==> src/rtl/boot_seq_pkg.sv <==
// Shared types and helpers for the board clock/reset/fetch sequencer.
package boot_seq_pkg;
  typedef enum logic [1:0] {
    HOLD    = 2'd0,
    RELEASE = 2'd1,
    ARMED   = 2'd2,
    RUN     = 2'd3
  } state_e;

  localparam logic [1:0] ST_HOLD    = 2'd0;
  localparam logic [1:0] ST_RELEASE = 2'd1;
  localparam logic [1:0] ST_ARMED   = 2'd2;
  localparam logic [1:0] ST_RUN     = 2'd3;

  // Counter width for a 0..v-1 count, never narrower than one bit.
  function automatic int cw(input int v);
    return (v > 1) ? $clog2(v) : 1;
  endfunction

  function automatic int max3(input int a, input int b, input int c);
    int m;
    m = (a > b) ? a : b;
    return (m > c) ? m : c;
  endfunction
endpackage

==> src/rtl/btn_debounce.sv <==
// Push-button conditioner: 2-flop synchronizer, stable-level counter and
// a one-cycle pulse on the debounced falling (press) edge.
module btn_debounce #(
  parameter int DEB_CYCLES = 65536
) (
  input  logic clk,
  input  logic rst_n,
  input  logic btn_n_i,
  output logic deb_o,
  output logic fall_o
);
  localparam int CW = $clog2(DEB_CYCLES);
  localparam logic [CW-1:0] CNT_MAX = CW'(DEB_CYCLES - 1);

  logic [1:0]    sync;
  logic [CW-1:0] cnt;
  logic          flip;

  assign flip   = (sync[1] != deb_o) && (cnt == CNT_MAX);
  assign fall_o = flip && !sync[1];

  always_ff @(posedge clk or negedge rst_n) begin
    if (!rst_n) begin
      sync  <= 2'b11;
      cnt   <= '0;
      deb_o <= 1'b1;
    end else begin
      sync <= {sync[0], btn_n_i};
      if (sync[1] == deb_o) begin
        cnt <= '0;
      end else if (flip) begin
        cnt   <= '0;
        deb_o <= sync[1];
      end else begin
        cnt <= cnt + 1'b1;
      end
    end
  end
endmodule

==> src/rtl/board_boot_seq.sv <==
// Board clock divider plus core reset / fetch-enable sequencer; all core-side
// outputs move on the board edge that produces the core clock falling edge.
module board_boot_seq
  import boot_seq_pkg::*;
#(
  parameter int DIV_HALF    = 2,
  parameter int RST_HOLD    = 16,
  parameter int FETCH_DELAY = 8,
  parameter int DEB_CYCLES  = 65536,
  parameter int LONG_TICKS  = 4096,
  parameter int AUTO_FETCH  = 0
) (
  input  logic       clk,
  input  logic       rst_n,
  input  logic       btn_fetch_n,
  output logic       core_clk_o,
  output logic       core_rst_n_o,
  output logic       fetch_enable_o,
  output logic [1:0] state_o
);
  localparam int DW = cw(DIV_HALF);
  localparam int TW = cw(max3(RST_HOLD, FETCH_DELAY, LONG_TICKS));
  localparam logic [DW-1:0] DIV_MAX   = DW'(DIV_HALF - 1);
  localparam logic [TW-1:0] HOLD_MAX  = TW'(RST_HOLD - 1);
  localparam logic [TW-1:0] FETCH_MAX = TW'(FETCH_DELAY - 1);
  localparam logic [TW-1:0] LONG_MAX  = TW'(LONG_TICKS - 1);

  logic [DW-1:0] div_cnt;
  logic          tick;
  logic          deb, fall, edge_lat, press_edge;
  state_e        state, state_nx;
  logic [TW-1:0] tcnt, tcnt_nx;

  btn_debounce #(.DEB_CYCLES(DEB_CYCLES)) u_deb (
    .clk    (clk),
    .rst_n  (rst_n),
    .btn_n_i(btn_fetch_n),
    .deb_o  (deb),
    .fall_o (fall)
  );

  assign tick = (div_cnt == DIV_MAX) && core_clk_o;

  always_ff @(posedge clk or negedge rst_n) begin
    if (!rst_n) begin
      div_cnt    <= '0;
      core_clk_o <= 1'b0;
    end else if (div_cnt == DIV_MAX) begin
      div_cnt    <= '0;
      core_clk_o <= ~core_clk_o;
    end else begin
      div_cnt <= div_cnt + 1'b1;
    end
  end

  // Every tick consumes the latch, so an edge seen before ARMED never survives.
  assign press_edge = edge_lat | fall;

  always_ff @(posedge clk or negedge rst_n) begin
    if (!rst_n)    edge_lat <= 1'b0;
    else if (tick) edge_lat <= 1'b0;
    else if (fall) edge_lat <= 1'b1;
  end

  always_comb begin
    state_nx = state;
    tcnt_nx  = tcnt + 1'b1;
    case (state)
      HOLD:
        if (tcnt == HOLD_MAX) begin
          state_nx = RELEASE;
          tcnt_nx  = '0;
        end
      RELEASE:
        if (tcnt == FETCH_MAX) begin
          state_nx = ARMED;
          tcnt_nx  = '0;
        end
      ARMED: begin
        tcnt_nx = '0;
        if (AUTO_FETCH != 0 || press_edge) state_nx = RUN;
      end
      RUN:
        if (deb) begin
          tcnt_nx = '0;
        end else if (tcnt == LONG_MAX) begin
          state_nx = HOLD;
          tcnt_nx  = '0;
        end
      default: begin
        state_nx = HOLD;
        tcnt_nx  = '0;
      end
    endcase
  end

  always_ff @(posedge clk or negedge rst_n) begin
    if (!rst_n) begin
      state          <= HOLD;
      tcnt           <= '0;
      core_rst_n_o   <= 1'b0;
      fetch_enable_o <= 1'b0;
    end else if (tick) begin
      state          <= state_nx;
      tcnt           <= tcnt_nx;
      core_rst_n_o   <= (state_nx != HOLD);
      fetch_enable_o <= (state_nx == RUN);
    end
  end

  assign state_o = state;
endmodule

==> config.mk <==
export PLATFORM = sky130hd
export DESIGN_NAME = board_boot_seq
export DESIGN_NICKNAME = d
export VERILOG_FILES = /design/src/rtl/boot_seq_pkg.sv /design/src/rtl/btn_debounce.sv /design/src/rtl/board_boot_seq.sv
export SDC_FILE = /design/constraint.sdc
export NUM_CORES = 1
export LEC_CHECK = 0
export ABC_AREA = 0
export BUFFER_PORTS_ARGS = -buffer_cell sky130_fd_sc_hd__buf_2
export CORE_MARGIN = 2
export CORE_UTILIZATION = 45
export DETAILED_ROUTE_END_ITERATION = 16
export SYNTH_ARGS = -nofsm -noshare
export SYNTH_HDL_FRONTEND = slang
export SYNTH_SLANG_ARGS = --single-unit
==> constraint.sdc <==
create_clock -name clk -period 2.78 [get_ports clk]
set_input_delay 0.417 -clock clk [delete_from_list [all_inputs] [get_ports clk]]
set_output_delay 0.417 -clock clk [all_outputs]
set_load 0.03 [all_outputs]
==> flow_summary.yaml, run 1 <==
place:
  dp_slack_ns: 0.853
  dp_hpwl_microns: 2590
  gp_congestion: 0.785
  portBuffers: 7
synthesis:
  synth_top_family_by_area: "simple AND/OR/NAND/NOR gates"
  synth_top_area_cell: "dfrtp_1"
  synth_edf_count: 0
  synth_area_leaders: "dfrtp_1, xor2_1, nor2_1, dfstp_2, nand3_1"
  ys_seq_area_share_pct: 49.4
  synth.top_cell.area_share_pct: 45.3
  async_flop_share_pct: 100
  synthesis.area_sq_mm: 0.00193
  synth_nets: 200
  syn_inst: 195
  synth.avg_cell_area_sq_um: 9.91
  ys_ff_latch: 38
  synth_ff_type: "dfrtp_1"
  synth-xor-area-share_pct: 8.16
  synth.area.mux_share_pct: 0.583
  synth_compound_area_share_pct: 9.97
  yosysMostFrequentCell: "dfrtp_1"
  yosysWarnings: 0
  yosys.area_share.simple_pct: 28.6
  synth_fa_ha_area_share_pct: 1.30
  synthTopCellsByCount: "dfrtp_1, nor2_1, nand2_1"
  ys_types: 43
cts:
  cts_max_level: 2
  ctsHoldBuffers: 0
  insertion_delay_ns: 0.29
  cts_tree: "yes"
  post_cts_resize_count: 0
  numCtsBuffers: 5
  cts_root_buffer: "clkbuf_8"
  clk_pin_slew_ns: 0.07
  cts.sinks: 38
  cts_setup_buffers: 0
  clockBufferDepth: 2
worst_setup_path:
  cp_max_fo: 6
  crit_arrival_ns: 2.14
  max_stage_delay_ns: 0.41
  worstPathRequired_ns: 2.97
  crit_path_start_kind: "register"
  worstSetupPathType: "register to register"
  slowest_stage: "dfrtp_1"
  cp-end-kind: "register"
  worstPathCellList: "ha_1 > and3_1 > nand4_1 > a21o_1 > nand3_2 > o311ai_1"
sta:
  relSlewSlack_pct: 44.1
  worst_pin_slew_ns: 0.839
  fmax_ghz: 0.511
  final-setup-viol-count: 0
  final-hold-violation-count: 0
  layout_min_cycle_time_ns: 1.96
  skew_ns: 0.00895
  period_share_pct: 70.3
  drv_slew: 0
  fin_setup_tns_ns: 0
  rsz0062_at_grt: "false"
  setup_slack_ns: 0.825
run:
  cap_violations: 0
power_and_ir_drop:
  power_density_mw_per_mm2: 465
  p_clk_share_pct: 39.8
  power_switching_mw: 0.211
  intPower_mw: 0.764
  p_sw_share_pct: 21.6
  combPwrFrac_pct: 2.5
  cellLeakagePower_nw: 0.966
  pwr-share-seq_pct: 57.7
  ir_worst_vdd_uv: 317
grt:
  grt_max_degree: 39
  grt_pass1_vias: 1469
  grtUsageTotal_pct: 17.5
  antenna_found_initial: 0
  grt_first_pass_wirelength_microns: 6670
  grt_overflow: 0
floorplanning:
  ios: 8
  die_y_microns: 69.5
  initial_core_util_pct: 47.6
  dieWidth_microns: 69.5
  core_sq_mm: 0.00406
  die_area_sq_mm: 0.00483
  row_count: 23
finish:
  syn2layout_area_growth_pct: 8.61
  nNetsFinal: 209
  drive_above_1_share_pct: 11.2
  antennaDiodeCount: 0
detailed_routing:
  routed_wl_microns: 3780
  drc: 0
  drt.antenna.violating_nets: 0
  num_vias: 1472
  routedWlPerCell_microns: 14.8
  viasPerCell: 5.77
  drt-pass1-iter-count: 4
  first_iter_violations: 87
outcome:
  status: "completed"
hold_path:
  holdCritPathClass: "input pin to asynchronous set/reset pin"
placed cells by master (no fill, tap or decap), types with 2 or more instances in the layout:
cell type and n:
buf_2 7, and4_1 4, a21oi_1 4, inv_1 4
o31ai_1 2, or4_1 2, nand3_1 15, xor2_1 12
nand2_1 19, nor2b_1 3, nor4_4 2, and2_1 6
o311ai_1 2, nor2_1 25, nor3_1 2, a21o_1 2
nand2b_1 2, dfstp_2 3, nand4_1 7, and3_1 9
dfrtp_1 35, ha_1 2, o21ai_0 4, clkbuf_8 6
xnor2_1 6
per-stage QoR:
stage	instances	area [sq um]	total power [mW]	hold WS (ns)	util (%)
floorplan	195	1930	0.584	0.121	-
global placement	247	2010	0.597	0.348	49.5
detailed placement	247	2010	0.599	0.348	49.5
CTS	255	2100	0.995	0.209	51.7
global route	255	2100	1.02	0.206	51.7
finish	255	2100	0.975	0.220	51.7
power by group through the flow:
stage | Clock, mW | Combinational [mW] | Sequential [mW]
finish | 0.388 | 0.0246 | 0.562
global route | 0.426 | 0.0297 | 0.563
CTS | 0.407 | 0.0262 | 0.562
detailed placement | 0 | 0.0262 | 0.573
global placement | 0 | 0.0249 | 0.573
floorplan | 0 | 0.0120 | 0.572
area by class of cell:
cell class / count / area, sq um
well taps: 50 / 62.6
clock inverters: 1 / 5.00
flip-flops and latches: 38 / 955
clock buffers: 7 / 86.3
inverters: 4 / 15.0
multi-input cells: 148 / 940
fillers: 381 / 1960
repair buffers: 7 / 35.0
worst paths after layout:
| path | from | endpoint | slack (ns) | cells past startpoint |
|---|---|---|---|---|
| max | tcnt[0] | tcnt[11] | 0.82 | 6 |
| min | rst_n | tcnt[7] | 0.22 | 1 |
| max reg2reg | tcnt[0] | tcnt[11] | 0.82 | 6 |
| min reg2reg | u_deb.sync[0] | u_deb.sync[1] | 0.36 | 0 |
| max in group asynchronous | rst_n | u_deb.cnt[7] | 2.02 | 1 |
| min in group clk | btn_fetch_n | u_deb.sync[0] | 0.22 | 1 |
sequential cells by signal (all words and copies together) (netlist names):
signal and flops:
state_o 2, u_deb.cnt 16, u_deb.deb_o 1, u_deb.sync 2
core_rst_n_o 1, tcnt 12, core_clk_o 1, edge_lat 1
fetch_enable_o 1, div_cnt 1
routing by layer:
layer  up-vias  GRT usage [%]  part of all wire (%)  wire [microns]
met2        30           29.6                    48            1830
met3         6           4.65                   3.6             138
met4         0           7.63                   1.9              70
met5         -              0                     0               0
li1        714              -                     -               -
met1       722           20.9                    46            1740
kinds of logic (layout without fill, tap and decap cells):
logic type / after synthesis / in the layout
buffers and inverters: 9 / 19
DFF: 38 / 38
and+or+nand+nor: 101 / 101
muxes: 1 / 1
AOI/OAI and AO/OA: 26 / 26
xor gates and xnor gates: 18 / 18
adders and majority gates: 2 / 2
critical path: cells and delay by family, from the launching register on:
| kind | cells | cell delay [ns] |
|---|---|---|
| simple gates | 3 | 0.61 |
| fa+ha+maj | 1 | 0.25 |
| flops | 1 | 0.41 |
| compound gates | 2 | 0.59 |
Note: power is estimated with default switching activity, not from simulation.
==> run 2: changes to the inputs <==
Settings changed: ABC_AREA 0 to 1.
Clock period 2.78 ns to 1.63 ns, I/O delays scaled along.
==> run 2 against run 1 <==
Effect of this change:
- core utilization increased by 7.9 points
- cell count is 31% higher
- synthesized cell count is 23% higher
- design area rose by 23%
- register-to-register slack lost 0.74 ns
- wire length increased by 9.8%
- highest routed layer unchanged
==> flow_summary.yaml, run 2 <==
outcome:
  status: "completed"
floorplanning:
  core_sq_mm: 0.00432
  dieWidth_microns: 70.7
  initial_core_util_pct: 46.3
  die_area_sq_mm: 0.00499
  row_count: 24
  die_y_microns: 70.7
  ios: 8
grt:
  grt_overflow: 0
  grt_first_pass_wirelength_microns: 7250
  grt_pass1_vias: 1566
  grtUsageTotal_pct: 18.3
  grt_max_degree: 18
  antenna_found_initial: 0
finish:
  nFillCells: 404
  regMostFlops: "u_deb.cnt"
  antennaDiodeCount: 0
  final-seq-area_sq_um: 956
  final_cell_mix: "nand2_1, dfrtp_1, inv_1"
  largest_reg_flops: 16
  final_area_sq_mm: 0.00258
  reg_top3: "u_deb.cnt x16, tcnt x12"
  syn2layout_area_growth_pct: 28.9
  final_util_pct: 59.6
  final_common_cell: "nand2_1"
  multi_input_area_sq_mm: 0.00102
  drive_above_1_share_pct: 33.9
  nNetsFinal: 287
synthesis:
  async_flop_share_pct: 100
  ys_ff_latch: 38
  yosysMostFrequentCell: "nand2_1"
  yosysWarnings: 0
  synth.avg_cell_area_sq_um: 8.34
  synthTopCellsByCount: "nand2_1, dfrtp_1, inv_1"
  synth_top_area_cell: "dfrtp_1"
  syn_inst: 240
  synth_ff_type: "dfrtp_1"
  synth_edf_count: 0
  synth_area_leaders: "dfrtp_1, nand2_1, inv_1, nor2_1, dfstp_2"
  ys_seq_area_share_pct: 47.7
  synth.top_cell.area_share_pct: 43.8
  synth_nets: 245
  ys_types: 31
  synthesis.area_sq_mm: 0.00200
power_and_ir_drop:
  combPwrFrac_pct: 2.5
  p_clk_share_pct: 49.8
  pwr-share-seq_pct: 47.8
  power_switching_mw: 0.384
  power_density_mw_per_mm2: 777
  p_sw_share_pct: 19.1
  total_power_mw: 2.00
  cellLeakagePower_nw: 1.30
  ir_worst_vdd_uv: 533
  intPower_mw: 1.62
worst_setup_path:
  crit_buf_inv: 1
  crit_path_start_kind: "register"
  worstPathRequired_ns: 1.80
  worstPathCellList: "ha_4 > nand3_2 > inv_2 > nand2_2 > nor2_1 > nand4_1 > nand2_1 > nand2_2 > nand2_4 > o22ai_1"
  worstSetupPathType: "register to register"
  slowest_stage: "dfrtp_1"
  crit_arrival_ns: 1.71
  path_common_cell: "nand2_2"
  cp_max_fo: 7
  critPathTopFamily: "simple AND/OR/NAND/NOR gates"
  max_stage_delay_ns: 0.41
  cp-end-kind: "register"
sta:
  final-setup-viol-count: 0
  fmax_ghz: 0.648
  fin_setup_tns_ns: 0
  worst_pin_slew_ns: 0.394
  setup_slack_ns: 0.0879
  layout_min_cycle_time_ns: 1.54
  period_share_pct: 94.6
  drv_slew: 0
  final-hold-violation-count: 0
  skew_ns: 0.00949
  rsz0062_at_grt: "true"
  relSlewSlack_pct: 73.7
place:
  placed_cell_area_sq_mm: 0.00222
  dp_slack_ns: -0.0808
  dp_hpwl_microns: 2910
  portBuffers: 7
  gp_congestion: 0.783
detailed_routing:
  routed_wl_microns: 4150
  drt-pass1-iter-count: 4
  num_vias: 1668
  drt.antenna.violating_nets: 0
  routedWlPerCell_microns: 12.4
  drc: 0
  first_iter_violations: 82
  viasPerCell: 4.98
cts:
  clk_pin_slew_ns: 0.07
  numCtsBuffers: 5
  insertion_delay_ns: 0.29
  clockBufferDepth: 2
  cts.sinks: 38
  cts_tree: "yes"
  cts_max_level: 2
  cts_root_buffer: "clkbuf_8"
run:
  cap_violations: 0
hold_path:
  holdCritPathClass: "input pin to register"
## run 2: power by group through the flow
| stage | combinational, mW | sequential, mW | clock [mW] |
|---|---|---|---|
| after global placement | 0.0460 | 0.975 | 0 |
| after global routing | 0.0575 | 0.959 | 1.06 |
| after detailed placement | 0.0467 | 0.975 | 0 |
| after CTS | 0.0490 | 0.957 | 1.02 |
| final | 0.0494 | 0.957 | 0.998 |
| after floorplan | 0.0173 | 0.975 | 0 |
## run 2: cell families (layout without fill, tap and decap cells)
group | Yosys count | in the layout | share of synthesized area (%)
multiplexers | 1 | 1 | 0.500
AND/OR/NAND/NOR | 127 | 127 | 30.9
AO/OA/AOI/OAI | 26 | 26 | 8.13
buffers and inverters | 36 | 79 | 7.13
flip-flops | 38 | 38 | 47.7
XOR/XNOR | 10 | 10 | 4.38
adder cells (fa/ha/maj) | 2 | 2 | 1.25
## run 2: per-stage QoR
| stage | hold slack (ns) | instances |
|---|---|---|
| final | 0.0517 | 335 |
| after detailed placement | 0.193 | 315 |
| after global routing | 0.0250 | 335 |
| after global placement | 0.191 | 315 |
| after floorplan | -0.0511 | 240 |
| after CTS | 0.0376 | 324 |
## run 2: metal layers
metal | GRT usage, % | vias to the layer above | part of all wire [%]
li1 | - | 852 | -
met1 | 27.6 | 785 | 52
met2 | 25.4 | 22 | 43
met3 | 4.42 | 9 | 2.9
met4 | 7.55 | 0 | 2.0
met5 | 0 | - | 0
## run 2: path summary, 6_finish.rpt
path | start | depth (start not counted) | endpoint | slack [ns]
max | tcnt[1] | 10 | tcnt[3] | 0.09
min | btn_fetch_n | 1 | u_deb.sync[0] | 0.05
max reg2reg | tcnt[1] | 10 | tcnt[3] | 0.09
min reg2reg | u_deb.sync[0] | 0 | u_deb.sync[1] | 0.36
max in group asynchronous | rst_n | 3 | u_deb.sync[1] | 0.65
min in group asynchronous | rst_n | 2 | u_deb.cnt[4] | 0.40
## run 2: layout make-up
cell class | instances | area share (%)
Clock buffer | 6 | 3.20
Timing Repair Buffer | 37 | 10.2
Inverter | 34 | 4.95
Clock inverter | 2 | 2.33
Tap cell | 52 | 2.52
Sequential cell | 38 | 37.1
Multi-Input combinational cell | 166 | 39.7
## run 2: worst register-to-register path: stages (launching register included)
cell and delay, ns:
dfrtp_1 0.41, ha_4 0.18, nand3_2 0.09, inv_2 0.07, nand2_2 0.05, nor2_1 0.08
nand4_1 0.12, nand2_1 0.11, nand2_2 0.09, nand2_4 0.12, o22ai_1 0.09
## run 2: what timing repair did
item | in CTS | in global routing
resized for setup | 2 | 34
hold buffers | 1 | 0
setup endpoints to repair | 6 | 26
pin swaps | 0 | 14
setup buffers | 0 | 11
endpoints found under the hold margin | 14 | 0
